## config.mk

```make
export PLATFORM = sky130hd
export DESIGN_NAME = pipe_ctrl_flat
export DESIGN_NICKNAME = d
export VERILOG_FILES = /design/src/rtl/pipe_ctrl_pkg.sv /design/src/rtl/pipe_ctrl_if.sv /design/src/rtl/pipe_ctrl_sat_counter.sv /design/src/rtl/pipe_ctrl.sv /design/src/flat_wrapper.sv
export SDC_FILE = /design/constraint.sdc
export NUM_CORES = 1
export LEC_CHECK = 0
export CORE_UTILIZATION = 29
export CTS_BUF_LIST = sky130_fd_sc_hd__clkbuf_4 sky130_fd_sc_hd__clkbuf_8 sky130_fd_sc_hd__clkbuf_16
export CTS_CLUSTER_DIAMETER = 30
export DETAILED_ROUTE_END_ITERATION = 6
export PLACE_DENSITY = 0.71
export SYNTH_ARGS = -nofsm -noshare
export SYNTH_HDL_FRONTEND = slang
export SYNTH_SLANG_ARGS = --single-unit
export TNS_END_PERCENT = 10
```

## constraint.sdc

```tcl
create_clock -name clk_i -period 2.62 [get_ports clk_i]
set_input_delay 0.524 -clock clk_i [delete_from_list [all_inputs] [get_ports clk_i]]
set_output_delay 0.524 -clock clk_i [all_outputs]
set_load 0.02 [all_outputs]
```

## src/rtl/pipe_ctrl_pkg.sv

```systemverilog
// Shared types and constants for the IF/ID/EX sequencing controller.
package pipe_ctrl_pkg;
  localparam int REG_ADDR_W = 5;
  localparam int ADDR_W     = 32;

  typedef enum logic [1:0] {
    RUN      = 2'd0,
    LOAD_USE = 2'd1,
    EX_WAIT  = 2'd2,
    FLUSH    = 2'd3
  } state_e;

  typedef struct packed {
    logic stall_pc;
    logic stall_ifid;
    logic stall_idex;
    logic flush_ifid;
    logic flush_idex;
    logic pc_load;
  } ctrl_t;
endpackage

```

## src/rtl/pipe_ctrl_if.sv

```systemverilog
// Core status in, stall/flush/redirect controls and perf counters out.
interface pipe_ctrl_if
  import pipe_ctrl_pkg::*;
#(
  parameter int CNT_W = 16
);
  logic                  id_inst_valid_i;
  logic [REG_ADDR_W-1:0] id_reg1_raddr_i;
  logic [REG_ADDR_W-1:0] id_reg2_raddr_i;
  logic                  id_reg1_used_i;
  logic                  id_reg2_used_i;
  logic                  ex_load_i;
  logic [REG_ADDR_W-1:0] ex_reg_waddr_i;
  logic                  ex_jump_i;
  logic [ADDR_W-1:0]     ex_jump_addr_i;
  logic                  ex_busy_i;
  logic                  bus_wait_i;
  logic                  stall_pc_o;
  logic                  stall_ifid_o;
  logic                  stall_idex_o;
  logic                  flush_ifid_o;
  logic                  flush_idex_o;
  logic                  pc_load_o;
  logic [ADDR_W-1:0]     pc_load_addr_o;
  logic [1:0]            state_o;
  logic [CNT_W-1:0]      stall_cnt_o;
  logic [CNT_W-1:0]      flush_cnt_o;

  modport master (
    output id_inst_valid_i, id_reg1_raddr_i, id_reg2_raddr_i, id_reg1_used_i,
           id_reg2_used_i, ex_load_i, ex_reg_waddr_i, ex_jump_i, ex_jump_addr_i,
           ex_busy_i, bus_wait_i,
    input  stall_pc_o, stall_ifid_o, stall_idex_o, flush_ifid_o, flush_idex_o,
           pc_load_o, pc_load_addr_o, state_o, stall_cnt_o, flush_cnt_o
  );

  modport slave (
    input  id_inst_valid_i, id_reg1_raddr_i, id_reg2_raddr_i, id_reg1_used_i,
           id_reg2_used_i, ex_load_i, ex_reg_waddr_i, ex_jump_i, ex_jump_addr_i,
           ex_busy_i, bus_wait_i,
    output stall_pc_o, stall_ifid_o, stall_idex_o, flush_ifid_o, flush_idex_o,
           pc_load_o, pc_load_addr_o, state_o, stall_cnt_o, flush_cnt_o
  );
endinterface

```

## src/rtl/pipe_ctrl_sat_counter.sv

```systemverilog
// Saturating event counter; holds at all-ones instead of wrapping.
module sat_counter #(
  parameter int W = 16
) (
  input  logic         clk_i,
  input  logic         rst_i,
  input  logic         inc_i,
  output logic [W-1:0] cnt_o
);
  always_ff @(posedge clk_i or posedge rst_i) begin
    if (rst_i)                     cnt_o <= '0;
    else if (inc_i && cnt_o != '1) cnt_o <= cnt_o + 1'b1;
  end
endmodule

```

## src/rtl/pipe_ctrl.sv

```systemverilog
// Pipeline sequencing FSM: load-use, EX-resolved jumps, multi-cycle EX and bus wait.
module pipe_ctrl
  import pipe_ctrl_pkg::*;
#(
  parameter int FLUSH_CYCLES = 1,
  parameter int CNT_W        = 16
) (
  input logic        clk_i,
  input logic        rst_i,
  pipe_ctrl_if.slave bus
);
  state_e     state_q, state_d;
  logic [3:0] cnt_q, cnt_d;
  ctrl_t      ctrl;
  logic       hazard;
  logic       run_rules, allow_hazard;

  assign hazard = bus.id_inst_valid_i & bus.ex_load_i & (bus.ex_reg_waddr_i != '0) &
                  ((bus.id_reg1_used_i & (bus.id_reg1_raddr_i == bus.ex_reg_waddr_i)) |
                   (bus.id_reg2_used_i & (bus.id_reg2_raddr_i == bus.ex_reg_waddr_i)));

  always_ff @(posedge clk_i or posedge rst_i) begin
    if (rst_i) begin
      state_q <= RUN;
      cnt_q   <= '0;
    end else begin
      state_q <= state_d;
      cnt_q   <= cnt_d;
    end
  end

  always_comb begin
    ctrl         = '0;
    state_d      = state_q;
    cnt_d        = cnt_q;
    run_rules    = 1'b0;
    allow_hazard = 1'b0;
    case (state_q)
      RUN: begin
        run_rules    = 1'b1;
        allow_hazard = 1'b1;
      end
      LOAD_USE: run_rules = 1'b1;
      EX_WAIT: begin
        if (bus.ex_busy_i) begin
          ctrl.stall_pc   = 1'b1;
          ctrl.stall_ifid = 1'b1;
          ctrl.stall_idex = 1'b1;
        end else begin
          run_rules    = 1'b1;
          allow_hazard = 1'b1;
        end
      end
      FLUSH: begin
        ctrl.flush_ifid = 1'b1;
        ctrl.flush_idex = 1'b1;
        if (bus.bus_wait_i) begin
          ctrl.stall_pc = 1'b1;
        end else begin
          cnt_d = cnt_q - 1'b1;
          if (cnt_q <= 4'd1) state_d = RUN;
        end
      end
      default: state_d = RUN;
    endcase

    // Shared priority chain; LOAD_USE runs it with the hazard term masked.
    if (run_rules) begin
      state_d = RUN;
      if (bus.ex_busy_i) begin
        ctrl.stall_pc   = 1'b1;
        ctrl.stall_ifid = 1'b1;
        ctrl.stall_idex = 1'b1;
        state_d         = EX_WAIT;
      end else if (bus.ex_jump_i) begin
        ctrl.pc_load    = 1'b1;
        ctrl.flush_ifid = 1'b1;
        ctrl.flush_idex = 1'b1;
        if (FLUSH_CYCLES > 1) begin
          state_d = FLUSH;
          cnt_d   = 4'(FLUSH_CYCLES - 1);
        end
      end else if (hazard && allow_hazard) begin
        ctrl.stall_pc   = 1'b1;
        ctrl.stall_ifid = 1'b1;
        ctrl.flush_idex = 1'b1;
        state_d         = LOAD_USE;
      end else if (bus.bus_wait_i) begin
        ctrl.stall_pc   = 1'b1;
        ctrl.stall_ifid = 1'b1;
        ctrl.stall_idex = 1'b1;
      end
    end

    if (rst_i) ctrl = '0;
  end

  assign bus.stall_pc_o     = ctrl.stall_pc;
  assign bus.stall_ifid_o   = ctrl.stall_ifid;
  assign bus.stall_idex_o   = ctrl.stall_idex;
  assign bus.flush_ifid_o   = ctrl.flush_ifid;
  assign bus.flush_idex_o   = ctrl.flush_idex;
  assign bus.pc_load_o      = ctrl.pc_load;
  assign bus.pc_load_addr_o = ctrl.pc_load ? bus.ex_jump_addr_i : '0;
  assign bus.state_o        = state_q;

  logic [1:0]            cnt_inc;
  logic [1:0][CNT_W-1:0] cnt_val;
  assign cnt_inc = {ctrl.pc_load, ctrl.stall_pc};

  for (genvar g = 0; g < 2; g++) begin : g_cnt
    sat_counter #(.W(CNT_W)) u_cnt (
      .clk_i (clk_i),
      .rst_i (rst_i),
      .inc_i (cnt_inc[g]),
      .cnt_o (cnt_val[g])
    );
  end

  assign bus.stall_cnt_o = cnt_val[0];
  assign bus.flush_cnt_o = cnt_val[1];
endmodule
```

## src/flat_wrapper.sv

```systemverilog
// flat-port wrapper written by rule: the top's interface ports become plain ports
module pipe_ctrl_flat import pipe_ctrl_pkg::*;
#(
  parameter int FLUSH_CYCLES = 1,
  parameter int CNT_W        = 16
)
  (clk_i, rst_i, bus_id_inst_valid_i, bus_id_reg1_raddr_i, bus_id_reg2_raddr_i, bus_id_reg1_used_i, bus_id_reg2_used_i, bus_ex_load_i, bus_ex_reg_waddr_i, bus_ex_jump_i, bus_ex_jump_addr_i, bus_ex_busy_i, bus_bus_wait_i, bus_stall_pc_o, bus_stall_ifid_o, bus_stall_idex_o, bus_flush_ifid_o, bus_flush_idex_o, bus_pc_load_o, bus_pc_load_addr_o, bus_state_o, bus_stall_cnt_o, bus_flush_cnt_o);
  pipe_ctrl_if #(.CNT_W(CNT_W)) bus_i ();
  input logic clk_i;
  input logic rst_i;
  input wire logic [$bits(bus_i.id_inst_valid_i)-1:0] bus_id_inst_valid_i;
  input wire logic [$bits(bus_i.id_reg1_raddr_i)-1:0] bus_id_reg1_raddr_i;
  input wire logic [$bits(bus_i.id_reg2_raddr_i)-1:0] bus_id_reg2_raddr_i;
  input wire logic [$bits(bus_i.id_reg1_used_i)-1:0] bus_id_reg1_used_i;
  input wire logic [$bits(bus_i.id_reg2_used_i)-1:0] bus_id_reg2_used_i;
  input wire logic [$bits(bus_i.ex_load_i)-1:0] bus_ex_load_i;
  input wire logic [$bits(bus_i.ex_reg_waddr_i)-1:0] bus_ex_reg_waddr_i;
  input wire logic [$bits(bus_i.ex_jump_i)-1:0] bus_ex_jump_i;
  input wire logic [$bits(bus_i.ex_jump_addr_i)-1:0] bus_ex_jump_addr_i;
  input wire logic [$bits(bus_i.ex_busy_i)-1:0] bus_ex_busy_i;
  input wire logic [$bits(bus_i.bus_wait_i)-1:0] bus_bus_wait_i;
  output wire logic [$bits(bus_i.stall_pc_o)-1:0] bus_stall_pc_o;
  output wire logic [$bits(bus_i.stall_ifid_o)-1:0] bus_stall_ifid_o;
  output wire logic [$bits(bus_i.stall_idex_o)-1:0] bus_stall_idex_o;
  output wire logic [$bits(bus_i.flush_ifid_o)-1:0] bus_flush_ifid_o;
  output wire logic [$bits(bus_i.flush_idex_o)-1:0] bus_flush_idex_o;
  output wire logic [$bits(bus_i.pc_load_o)-1:0] bus_pc_load_o;
  output wire logic [$bits(bus_i.pc_load_addr_o)-1:0] bus_pc_load_addr_o;
  output wire logic [$bits(bus_i.state_o)-1:0] bus_state_o;
  output wire logic [$bits(bus_i.stall_cnt_o)-1:0] bus_stall_cnt_o;
  output wire logic [$bits(bus_i.flush_cnt_o)-1:0] bus_flush_cnt_o;
  assign bus_i.id_inst_valid_i = bus_id_inst_valid_i;
  assign bus_i.id_reg1_raddr_i = bus_id_reg1_raddr_i;
  assign bus_i.id_reg2_raddr_i = bus_id_reg2_raddr_i;
  assign bus_i.id_reg1_used_i = bus_id_reg1_used_i;
  assign bus_i.id_reg2_used_i = bus_id_reg2_used_i;
  assign bus_i.ex_load_i = bus_ex_load_i;
  assign bus_i.ex_reg_waddr_i = bus_ex_reg_waddr_i;
  assign bus_i.ex_jump_i = bus_ex_jump_i;
  assign bus_i.ex_jump_addr_i = bus_ex_jump_addr_i;
  assign bus_i.ex_busy_i = bus_ex_busy_i;
  assign bus_i.bus_wait_i = bus_bus_wait_i;
  assign bus_stall_pc_o = bus_i.stall_pc_o;
  assign bus_stall_ifid_o = bus_i.stall_ifid_o;
  assign bus_stall_idex_o = bus_i.stall_idex_o;
  assign bus_flush_ifid_o = bus_i.flush_ifid_o;
  assign bus_flush_idex_o = bus_i.flush_idex_o;
  assign bus_pc_load_o = bus_i.pc_load_o;
  assign bus_pc_load_addr_o = bus_i.pc_load_addr_o;
  assign bus_state_o = bus_i.state_o;
  assign bus_stall_cnt_o = bus_i.stall_cnt_o;
  assign bus_flush_cnt_o = bus_i.flush_cnt_o;
  pipe_ctrl #(.FLUSH_CYCLES(FLUSH_CYCLES), .CNT_W(CNT_W)) u_core (.clk_i(clk_i), .rst_i(rst_i), .bus(bus_i));
endmodule
```

==> metrics.md <==
| Metric | Value |
|---|---|
| Post-Syn Area | 0.00231 mm² |
| Worst setup EP type | output port |
| Area post-placement | 0.00384 mm² |
| Max FO, Critical Path | 3 |
| Met1 wire length | 2.52 mm |
| Hold buffers post-CTS | 0 |
| Final WS setup | 0.0809 ns |
| Nets | 451 |
| Starting Density | 0.299 |
| Peak VDD IR | 0.356 mV |
| Crit path DAT | 2.02 ns |
| Commonest non-fill, non-tap cell in the layout | clkdlybuf4s50_1 |
| Worst R2R Path Depth | 10 |
| Fin. max-slew vios | 0 |
| Area Overhead vs Synth | 69.4% |
| Top-area cell type share of the netlist area | 0.411 |
| Fin area | 0.00392 mm² |
| Worst-path clk slew | 0.07 ns |
| Filler-free cell count of the finished design | 494 |
| Most frequent cells in the layout | clkdlybuf4s50_1, dfrtp_1, and2_1, buf_2 |
| Fmax | 0.394 GHz |
| Asr flop ratio synth | 1.00 |
| First-pass GRT wire length | 10.3 mm |
| Initial DRC count | 45 |
| Worst-Margin Slew | 0.492 ns |
| Die area | 0.00834 mm² |
| Area contributors post-synth | dfrtp_1, and2_1, xnor2_1 |
| Post-synth EDFFs | 0 |
| WP data required | 2.10 ns |
| GR Overflow Total | 0 |
| Placed Cells incl. Taps | 480 |
| Layout cell share with drive strength beyond 1 | 0.247 |
| Clock tree sinks | 38 |
| CTS Buffer Depth | 2 |
| Top Layer Used | met4 |
| Pin count of the biggest net entering global routing | 39 |
| Unique cell type count in the Yosys netlist | 45 |
| WS Path Type | in -> out |
| Drt total wl | 6.25 mm |
| Port bufs | 127 |
| First-pass detailed-route iteration total | 4 |
| Wire length per cell | 12.6 µm |
| HPWL after detailed placement | 4.77 mm |
| Root Buffer | clkbuf_8 |
| RSZ-0062 raised after global routing | true |
| Final Skew | 0.00492 ns |
| Die height | 91.3 µm |
| CTS tree | done |
| Startpoint Class | input port |
| Predominant post-synthesis flop cell | dfrtp_1 |
| IO Count | 128 |
| Final setup viols | 0 |
| Synthesized net count | 296 |
| CTS HTree Levels | 2 |
| Layout fillers | 734 |
| Vias in the first global route | 2292 |
| Met3 WL | 416 µm |
| Later-pin clock latency in the skew report | 0.28 ns |
| Final hold slack | 0.499 ns |
| Static Leak | 1.79 nW |
| MaxCap Viol Count | 0 |
| Initial antenna violation count | 0 |
| Rows | 32 |
| Power Density | 486 mW/mm² |
| Die X | 91.3 µm |
| Mean Syn Cell Area | 9.80 µm² |
| Routed met2 length | 3.25 mm |
| Sequential area share after synthesis | 0.411 |
| GPL Wtd Cong | 0.802 |
| Hold path depth | 1 |
| Fin crit period | 2.54 ns |
| Status | complete, no violations |
| #FFs+latches synth | 38 |
| Hold-critical path endpoint | u_core.cnt_q[3]$_DFFE_PP0P_ |
| Min-delay src | u_core.cnt_q[3]$_DFFE_PP0P_ |
| Vias per Instance | 4.60 |
| Gr usage total | 0.150 |
| Path category of the worst min-delay check | reg -> reg |
| R2R Setup Slk | 0.59 ns |
| Core Box Area | 0.00773 mm² |
| Leading area contributor after synthesis | dfrtp_1 |
| Worst r2r src | u_core.bus.state_o[0]$_DFFE_PP0P_ |
| Antenna viol nets, final | 0 |
| DRC errors left | 0 |
| Ys Warns | 0 |
| Reg2Reg Capture Point | u_core.g_cnt[1].u_cnt.cnt_o[12]$_DFFE_PP0P_ |
| Hold Vio Cnt, Final | 0 |
| Post-place setup slack | -0.585 ns |
| Total vias in the final route | 2271 |
| Num CTS Buffers | 5 |
| Final period utilization | 0.969 |
| Post-synthesis cell count | 236 |
| Ant diodes | 0 |
| Worst rel slew slack | 0.672 |
-- cells in the mapped netlist (2+ instances only) --
master    count
buf_6         2
nand2_1      24
nor2_2        2
clkbuf_1      3
a21oi_1       5
nand3_1      10
nor4_2        3
nor3_2        2
xnor2_1      23
nand4_1       8
nor2_1       12
and3_1        3
and2_1       33
nor3_1        8
nor4_1        3
inv_1         6
xor2_1       19
dfrtp_1      38
ha_1          4
and2_2        3
-- through the flow --
| stage | power [mW] | utilization | TNS [ns] |
|---|---|---|---|
| finish | 1.90 | 0.507 | 0 |
| global route | 2.02 | 0.507 | -0.0213 |
| CTS | 1.92 | 0.502 | -0.153 |
| detailed placement | 1.50 | 0.497 | -13.16 |
| global placement | 1.49 | 0.497 | -11.54 |
| floorplan | 1.12 | - | 0 |
-- area by class of cell --
cell class,instances,area (µm²),area share
clock buffer,7,90.1,0.0230
clock inverter,1,5.00,0.00128
inverter,6,22.5,0.00575
multi-input combinational,186,1320,0.336
sequential,38,951,0.243
tap,102,128,0.0326
timing repair buffer,154,1410,0.359
-- cell families after synthesis --
kind of cell / after synthesis / share of synthesized area
DFF: 38 / 0.411
adders and majority gates: 4 / 0.0216
AOI/OAI and AO/OA: 13 / 0.0438
buffers and inverters: 12 / 0.0265
and+or+nand+nor: 124 / 0.322
muxes: 3 / 0.0162
xor gates and xnor gates: 42 / 0.159
-- routing by layer --
layer / vias up / GRT usage
met2: 97 / 0.264
met1: 1060 / 0.181
met5: - / 0
li1: 1108 / -
met4: 0 / 0.0437
met3: 6 / 0.0360
-- timing repair --
item,CTS,global route
gates resized for setup,134,16
setup buffers,1,2
endpoints found under the setup margin,38,25
cloned,0,3
pin swaps,7,2
-- where the power goes --
part | total (mW) | internal [mW] | switching [mW]
logic | 0.687 | 0.375 | 0.311
registers | 0.795 | 0.677 | 0.117
clock network | 0.422 | 0.223 | 0.199
total | 1.90 | 1.28 | 0.628
-- worst max-delay path: stages --
cell           delay [ns]
dlygate4sd2_1        0.24
or4_1                0.54
nor2_2               0.11
nor3_2               0.08
nand2_1              0.11
a31oi_1              0.09
nor3_1               0.13
buf_2                0.19
-- worst max path at each step --
stage / startpoint / to / slack [ns] / depth (start not counted)
finish: bus_ex_reg_waddr_i[3] / bus_stall_idex_o / 0.08 / 8
global route: bus_ex_reg_waddr_i[3] / bus_stall_idex_o / -0.02 / 8
CTS: bus_ex_busy_i / bus_pc_load_addr_o[10] / -0.07 / 7
detailed placement: bus_ex_reg_waddr_i[2] / bus_stall_idex_o / -0.58 / 8
global placement: bus_ex_reg_waddr_i[0] / bus_stall_idex_o / -0.56 / 8
floorplan: bus_ex_reg_waddr_i[0] / bus_stall_idex_o / 0.22 / 6
-- registers in the layout, indices dropped and copies added (netlist names) --
signal                    flops
u_core.cnt_q                  4
u_core.g_cnt.u_cnt.cnt_o     32
u_core.bus.state_o            2
(Power assumes the default switching activity.)
